`config.mk`:
```
export PLATFORM = sky130hd
export DESIGN_NAME = mem_block_master
export DESIGN_NICKNAME = d
export VERILOG_FILES = /design/src/rtl/tlb_mem_pkg.sv /design/src/rtl/mem_wait_timer.sv /design/src/rtl/mem_block_master.sv
export SDC_FILE = /design/constraint.sdc
export NUM_CORES = 1
export LEC_CHECK = 0
export ABC_AREA = 0
export BUFFER_PORTS_ARGS = -buffer_cell sky130_fd_sc_hd__buf_4
export CELL_PAD_IN_SITES_DETAIL_PLACEMENT = 0
export CELL_PAD_IN_SITES_GLOBAL_PLACEMENT = 2
export CORE_MARGIN = 4
export CORE_UTILIZATION = 34
export DETAILED_ROUTE_END_ITERATION = 10
export HOLD_SLACK_MARGIN = 0.06
export PLACE_DENSITY_LB_ADDON = 0.15
export SYNTH_ARGS = -nofsm -noshare
export SYNTH_HDL_FRONTEND = slang
export SYNTH_SLANG_ARGS = --single-unit
export TNS_END_PERCENT = 10
```
`constraint.sdc`:
```
create_clock -name clk -period 2.45 [get_ports clk]
set_input_delay 0.245 -clock clk [delete_from_list [all_inputs] [get_ports clk]]
set_output_delay 0.245 -clock clk [all_outputs]
set_load 0.005 [all_outputs]
```
`src/rtl/tlb_mem_pkg.sv`:
```
// Shared types and constants for the block-transfer master and its wait timer.
package tlb_mem_pkg;

   localparam int unsigned WORDS_PER_BLOCK = 4;
   localparam int unsigned BLOCK_W         = 128;
   localparam logic [9:0]  MEM_IDLE_ADDR   = 10'h3FC;

   typedef enum logic [1:0] {
      IDLE,
      ISSUE,
      WAIT,
      RESP
   } state_t;

endpackage

```
`src/rtl/mem_wait_timer.sv`:
```
// Per-word wait counter: tells the master when done may be honoured and when to give up.
module mem_wait_timer #(
   parameter int unsigned SETTLE_CYCLES  = 2,
   parameter int unsigned TIMEOUT_CYCLES = 16
) (
   input  logic clk,
   input  logic rst_n,
   input  logic clear,
   input  logic inc,
   output logic settle_ok,
   output logic timeout
);

   localparam int unsigned     CNT_W      = $clog2(TIMEOUT_CYCLES);
   localparam logic [CNT_W-1:0] SETTLE_MIN = CNT_W'(SETTLE_CYCLES - 1);
   localparam logic [CNT_W-1:0] CNT_MAX    = CNT_W'(TIMEOUT_CYCLES - 1);
   // Abort in the WAIT cycle whose increment makes the count reach CNT_MAX
   localparam logic [CNT_W-1:0] ABORT_AT   = CNT_W'(TIMEOUT_CYCLES - 2);

   logic [CNT_W-1:0] count;

   always_ff @(posedge clk or negedge rst_n) begin
      if (!rst_n) begin
         count <= '0;
      end else if (clear) begin
         count <= '0;
      end else if (inc && (count != CNT_MAX)) begin
         count <= count + CNT_W'(1);
      end
   end

   assign settle_ok = (count >= SETTLE_MIN);
   assign timeout   = (count >= ABORT_AT);

endmodule

```
`src/rtl/mem_block_master.sv`:
```
// Moves a 4-word cache block to or from main memory, one change-triggered word access at a time.
module mem_block_master
   import tlb_mem_pkg::*;
#(
   parameter int unsigned ADDR_W         = 10,
   parameter int unsigned DATA_W         = 32,
   parameter int unsigned SETTLE_CYCLES  = 2,
   parameter int unsigned TIMEOUT_CYCLES = 16
) (
   input  logic                              clk,
   input  logic                              rst_n,
   input  logic                              req_valid,
   output logic                              req_ready,
   input  logic                              req_write,
   input  logic [ADDR_W-1:0]                 req_addr,
   input  logic [WORDS_PER_BLOCK*DATA_W-1:0] req_wblock,
   output logic                              resp_valid,
   output logic                              resp_err,
   output logic [WORDS_PER_BLOCK*DATA_W-1:0] fill_block,
   output logic                              read_write_mem,
   output logic [ADDR_W-1:0]                 address_mem,
   output logic [DATA_W-1:0]                 write_data_mem,
   input  logic [DATA_W-1:0]                 read_data_mem,
   input  logic                              done
);

   localparam int unsigned BLK_W    = ADDR_W - 4;
   localparam logic [1:0]  LAST_OFF = 2'(WORDS_PER_BLOCK - 1);

   state_t                                 state;
   logic [BLK_W-1:0]                       blk;
   logic                                   wr;
   logic [1:0]                             off;
   logic [WORDS_PER_BLOCK-1:0][DATA_W-1:0] wblock;
   logic [WORDS_PER_BLOCK-1:0][DATA_W-1:0] fill_q;
   logic [1:0]                             nxt_off_c;
   logic                                   settle_ok;
   logic                                   timeout;
   logic                                   unused_addr_c;

   assign nxt_off_c     = off + 2'd1;
   assign fill_block    = fill_q;
   assign unused_addr_c = ^req_addr[3:0];

   mem_wait_timer #(
      .SETTLE_CYCLES  (SETTLE_CYCLES),
      .TIMEOUT_CYCLES (TIMEOUT_CYCLES)
   ) u_timer (
      .clk       (clk),
      .rst_n     (rst_n),
      .clear     (state == ISSUE),
      .inc       (state == WAIT),
      .settle_ok (settle_ok),
      .timeout   (timeout)
   );

   // Memory-port outputs are loaded on the edge into ISSUE so they hold through ISSUE+WAIT.
   // Word0 lives in the top lane, hence lane index LAST_OFF - off.
   always_ff @(posedge clk or negedge rst_n) begin
      if (!rst_n) begin
         state          <= IDLE;
         req_ready      <= 1'b1;
         blk            <= '0;
         wr             <= 1'b0;
         off            <= '0;
         wblock         <= '0;
         fill_q         <= '0;
         read_write_mem <= 1'b0;
         address_mem    <= ADDR_W'(MEM_IDLE_ADDR);
         write_data_mem <= '0;
         resp_valid     <= 1'b0;
         resp_err       <= 1'b0;
      end else begin
         resp_valid <= 1'b0;
         case (state)
            IDLE: begin
               if (req_valid) begin
                  blk            <= req_addr[ADDR_W-1:4];
                  wr             <= req_write;
                  wblock         <= req_wblock;
                  off            <= '0;
                  address_mem    <= {req_addr[ADDR_W-1:4], 4'b0000};
                  read_write_mem <= req_write;
                  write_data_mem <= req_write ? req_wblock[WORDS_PER_BLOCK*DATA_W-1 -: DATA_W] : '0;
                  resp_err       <= 1'b0;
                  req_ready      <= 1'b0;
                  state          <= ISSUE;
               end
            end
            ISSUE: begin
               state <= WAIT;
            end
            WAIT: begin
               if (settle_ok && done) begin
                  if (!wr) begin
                     fill_q[LAST_OFF - off] <= read_data_mem;
                  end
                  if (off == LAST_OFF) begin
                     resp_valid <= 1'b1;
                     resp_err   <= 1'b0;
                     state      <= RESP;
                  end else begin
                     off            <= nxt_off_c;
                     address_mem    <= {blk, nxt_off_c, 2'b00};
                     write_data_mem <= wr ? wblock[LAST_OFF - nxt_off_c] : '0;
                     state          <= ISSUE;
                  end
               end else if (timeout) begin
                  resp_valid <= 1'b1;
                  resp_err   <= 1'b1;
                  state      <= RESP;
               end
            end
            RESP: begin
               // Park on offset 3 so the next offset-0 issue is always an address change
               address_mem[3:2] <= 2'b11;
               req_ready        <= 1'b1;
               state            <= IDLE;
            end
            default: begin
               state <= IDLE;
            end
         endcase
      end
   end

endmodule
```
# Word level (Yosys, flattened, before mapping)
# Index checks and enable logic that the tools add are counted.
# word_totals
regBits,316
in_bits,175
output_inout_bits,174
wordCells,92
# classes
addsub,4
order_cmp,5
n_eq_ne,10
muxes,38
bitwise_logic,1
n_reduce_logical,15
# ops
op,n
$mux W32,7
$bwmux W128,1
$bmux W32 S2,1
$demux W32 S2,1
$pmux W32 S2,1
$mux W10,3
$mux W2,7
$pmux W6 S2,1
$reduce_and A4 Y1,3
$mux W1,8
$mux W4,2
$pmux W2 S2,2
$pmux W2 S4,1
$eq A2 B2 Y1 const B,3
$lt A2 B3 Y1 const B,2
$ne A2 B2 Y1 const B,3
$ne A3 B3 Y1 const B,2
$pmux W2 S3,1
$reduce_and A2 Y1,3
$reduce_bool A2 Y1,3
$add A4 B1 Y4 const B,1
$ge A4 B1 Y1 const B,1
$ge A4 B4 Y1 const B,1
$ne A4 B4 Y1 const B,1
10 further kinds,14

# Logic depth before layout (Yosys ltp)
# logic_depth
ltp_word,8
mapped_depth,9
depth_no_buf,5

# Cells and area by module
# From an unflattened synthesis, not the netlist that was laid out.
# hier_totals
hier_cells,916
area_unflattened_um2,13251.5
# by_module_without_submodules
module,n_inst,cells_each,area_per_inst_um2,seq_area_each_um2
mem_block_master,1,889,12971.2,7768.7
mem_wait_timer,1,27,280.3,100.1

# Worst setup path before layout
# Ideal clock, no wire load.
# synth_timing
path_type,register to register
startpoint,register off[0]
endpoint,register write_data_mem[0]
setup_time_ns,0.125
arrival_time_ns,2.561
t_required_ns,2.325
path_slack_ns,-0.236
stages_incl_launch_ff,10
n_path_buf,4
period_less_slack_ns,2.686
path_cell_list,dfrtp_1 buf_2 buf_2 inv_1 ha_1 clkbuf_1 clkbuf_1 mux4_2 a32o_1 mux2_2
# synth_between
elab_chain_cells,8
elab_cells_between_ends,11
cone_classes,add/sub (2); eq/ne (2); mux (6); reduce/logical (1)
# synth_rtl
item,line,source
from (decl),mem_block_master.sv:33,logic [1:0] off;
from (signal assigned),mem_block_master.sv:103,off <= nxt_off_c;
$add A2 B1 Y2,mem_block_master.sv:41,assign nxt_off_c = off + 2'd1;
$sub A2 B2 Y2,mem_block_master.sv:105,write_data_mem <= wr ? wblock[LAST_OFF - nxt_off_c] : '0;
$bmux W32 S2,mem_block_master.sv:105,
$mux W32 (not written as such),mem_block_master.sv:105,
$mux W32,mem_block_master.sv:105,
$mux W32,mem_block_master.sv:98,if (off == LAST_OFF) begin
$mux W32,mem_block_master.sv:94,if (settle_ok && done) begin
$pmux W32 S2,mem_block_master.sv:75,case (state)
to (signal assigned),mem_block_master.sv:84,write_data_mem <= req_write ? req_wblock[WORDS_PER_BLOCK*DATA_W-1 -: DATA_W] : '0;
to (signal assigned),mem_block_master.sv:105,
to (decl),mem_block_master.sv:22,"output logic [DATA_W-1:0] write_data_mem,"
# Parallel ways exist; a longest one is shown, timed or not. The select of a mux whose other input is x is not followed.
# A chain may end at the register's enable or synchronous reset.

# Worst setup path in the final report
# layout_timing
startpoint,register u_timer.count[0]
endpoint,"register fill_q, in the netlist fill_block[118]"
# layout_between
elab_chain_cells,3
# layout_rtl
item,line,source
from (decl),mem_wait_timer.sv:20,logic [CNT_W-1:0] count;
from (signal assigned),mem_wait_timer.sv:28,count <= count + CNT_W'(1);
$ge A4 B1 Y1,mem_wait_timer.sv:32,assign settle_ok = (count >= SETTLE_MIN);
$logic_and A1 B1 Y1,mem_block_master.sv:94,
$reduce_and A3 Y1 (no line),n/a,
"to (signal, indexed assignment)",mem_block_master.sv:96,fill_q[LAST_OFF - off] <= read_data_mem;
to (decl),mem_block_master.sv:35,logic [WORDS_PER_BLOCK-1:0][DATA_W-1:0] fill_q;
# Every way passes these cells.

==> flow_metrics.tcl <==
set metrics [dict create \
    grt_pass1_vias 9897 \
    synth.avg_cell_area_sq_um 16.68 \
    slew_viol_final 0 \
    hp-class "input port to asynchronous set/reset pin" \
    gp_congestion 0.7331 \
    antenna_found_initial 2 \
    fin_crit_sh_pct 90.64 \
    place_hpwl_um 25350 \
    core_area_sq_mm 0.03982 \
    slew_headroom_pct 59.04 \
    cts_tree "done" \
    status "complete, no violations" \
    grt_pass1_wl_um 60140 \
    clkSinkCount 314 \
    die_w_um 208.8 \
    cts_root_buf "clkbuf_16" \
    r2r_end "fill_block[118]$_DFFE_PN0P_" \
    finalHoldViolCount 0 \
    cellPowerDensity_mw_per_mm2 1114 \
    final_cells 1905 \
    drive_gt1_share_pct 50.73 \
    synthArstFlopShare_pct 100.0 \
    worstRegToRegCells 5 \
    cp.arrival_ps 2630 \
    final-setup-viol-count 0 \
    synthTopCellsByArea "dfrtp_1 56%, mux2_2 11%, mux2_4 8.9%, mux2_1 8.0%, mux4_2 5.3%" \
    path_clk_slew_ps 60 \
    dominantRegCellSynth "dfrtp_1" \
    min_period_ps 2221 \
    rsz0062_at_grt "false" \
    firstDrtPassIters 4 \
    total_power_uw 22270 \
    synth_top_cell_by_area "dfrtp_1" \
    critPathCaptureType "register" \
    skew_ps 11.71 \
    maxCapViolCount 0 \
    setup_slack_ps 229.4 \
    area_delta_synth_final_pct 45.87 \
    synth-seq-cells 314 \
    leakagePower_uw 0.009535 \
    grt-ovfl-total 0 \
    num_io_pins 349 \
    netlist_instances 822 \
    cts.htree.levels 2 \
    dp.cells 1667 \
    yosysTopAreaCellShare_pct 55.66 \
    io_buffers 342 \
    vias_per_cell 4.750 \
    initial_core_util_pct 34.43 \
    die_y_um 208.8 \
    synth_seq_area_share_pct 57.39 \
    numCtsBuffers 38 \
    drtIter0Drc 316 \
    r2r_slack_ps 230 \
    max_freq_ghz 0.4503 \
    cp_max_fo 32 \
    drt_wl_total_um 37960 \
    grt_usage_pct 17.34 \
    synth_warnings 0 \
    worst_pin_slew_ps 614.3 \
    post-cts-setup-buffers 0 \
    start_kind "register" \
    irDropWorstVdd_mv 0.6369 \
    clockBufferDepth 3 \
    synth_edf_count 0 \
    route.antenna.remaining_nets 0 \
    wl_per_cell_um 19.93 \
    place_ws_ps 247.9 \
    crit_type "register to register" \
    n_fill_cell 3487 \
    synth_cell_type_count 43 \
    layout.nets 1534 \
    dieArea_sq_mm 0.04361 \
    clkLatencyLatePin_ps 540 \
    drcViolationCount 0 \
    synth_area_sq_mm 0.01371 \
    vias 9048 \
    grt_max_degree 64 \
    r2r-start "u_timer.count[0]$_DFFE_PN0P_" \
    crit_required_ps 2860 \
    rows 73 \
]
## worst max-delay path by stage
stage                                 startpoint  slack (ps)                            end
floorplan                     off[0]$_DFFE_PN0P_          -9  write_data_mem[3]$_DFFE_PN0P_
global placement    u_timer.count[0]$_DFFE_PN0P_         270    fill_block[122]$_DFFE_PN0P_
detailed placement  u_timer.count[0]$_DFFE_PN0P_         250    fill_block[112]$_DFFE_PN0P_
CTS                 u_timer.count[0]$_DFFE_PN0P_         220    fill_block[118]$_DFFE_PN0P_
global route        u_timer.count[0]$_DFFE_PN0P_         130    fill_block[118]$_DFFE_PN0P_
finish              u_timer.count[0]$_DFFE_PN0P_         230    fill_block[118]$_DFFE_PN0P_
## flip-flops by register name, indices dropped and copies added (netlist names)
name,flops
address_mem,8
blk,6
fill_block,128
off,2
req_ready,1
resp_err,1
resp_valid,1
state,2
u_timer.count,4
wblock,128
wr,1
write_data_mem,32
## metal layers
metal | GRT usage [%] | wire length (um)
met1 | 24.01 | 17430
met2 | 27.75 | 17690
met3 | 3.723 | 2101
met4 | 4.950 | 740
met5 | 0 | 0
## what timing repair did
| item | 4_1_cts | 5_1_grt |
|---|---|---|
| resized for setup | 0 | 0 |
| endpoints found under the hold margin | 325 | 0 |
| hold buffers | 169 | 0 |
## report_power, final
| part | internal, uW | switching (uW) |
|---|---|---|
| sequential | 7400 | 1170 |
| clock | 3470 | 2170 |
| combinational | 4920 | 3140 |
## synth_stat cells, drive strengths merged (3+ instances only)
cell / count
and3: 3
inv: 7
a311oi: 5
ha: 8
clkbuf: 18
mux2: 308
nor2: 3
nand2: 3
o21ai: 3
mux4: 32
dfrtp: 305
a21oi: 9
dfstp: 9
buf: 43
a32o: 33
nand2b: 4
nand4: 4
## cells by family after synthesis
group / Yosys count / synth area share, %
compound gates: 60 / 3.714
fa+ha+maj: 8 / 0.7300
buf+inv: 68 / 3.394
flops: 314 / 57.39
mux: 342 / 32.91
other cells: 1 / 0.02735
simple gates: 29 / 1.834
## cell type report
class	count	area, sq um	share of cell area, %
multi-input cells	441	5400	27.00
well taps	525	656.9	3.284
repair buffers	549	4790	23.95
flip-flops and latches	314	7870	39.35
clock buffers	59	1164	5.818
inverters	7	26.28	0.1314
diodes	2	5.005	0.02502
clock inverters	8	90.09	0.4504
## per-stage QoR
stage	util [%]	area (sq um)	TNS [ps]	hold WS (ps)
3_5_place_dp	42.82	17050	0	262.2
3_3_place_gp	42.82	17050	0	254.3
4_1_cts	50.21	20000	0	281.8
6_report	50.23	20000	0	241.6
5_1_grt	50.23	20000	0	331.1
2_1_floorplan	-	13720	-134.4	-50.59
## worst max-delay path, cell delays in order, from the launching register on
cell and delay [ps]:
dfrtp_1 440, ha_1 250, or4b_4 610, nand4_2 160
buf_12 230, mux2_1 370
## placed cells by master (no fill, tap or decap), types with 5 or more instances in the layout
cell	n
a21oi_1	9
a311oi_1	5
a32o_1	33
buf_12	19
buf_4	360
clkbuf_1	11
clkbuf_16	41
clkbuf_8	7
clkinv_2	6
dfrtp_1	304
dfstp_2	9
dlygate4sd3_1	169
ha_1	7
inv_1	7
mux2_1	98
mux2_2	129
mux2_4	81
mux4_2	32
No activity file was read; power rests on OpenSTA's default activity.
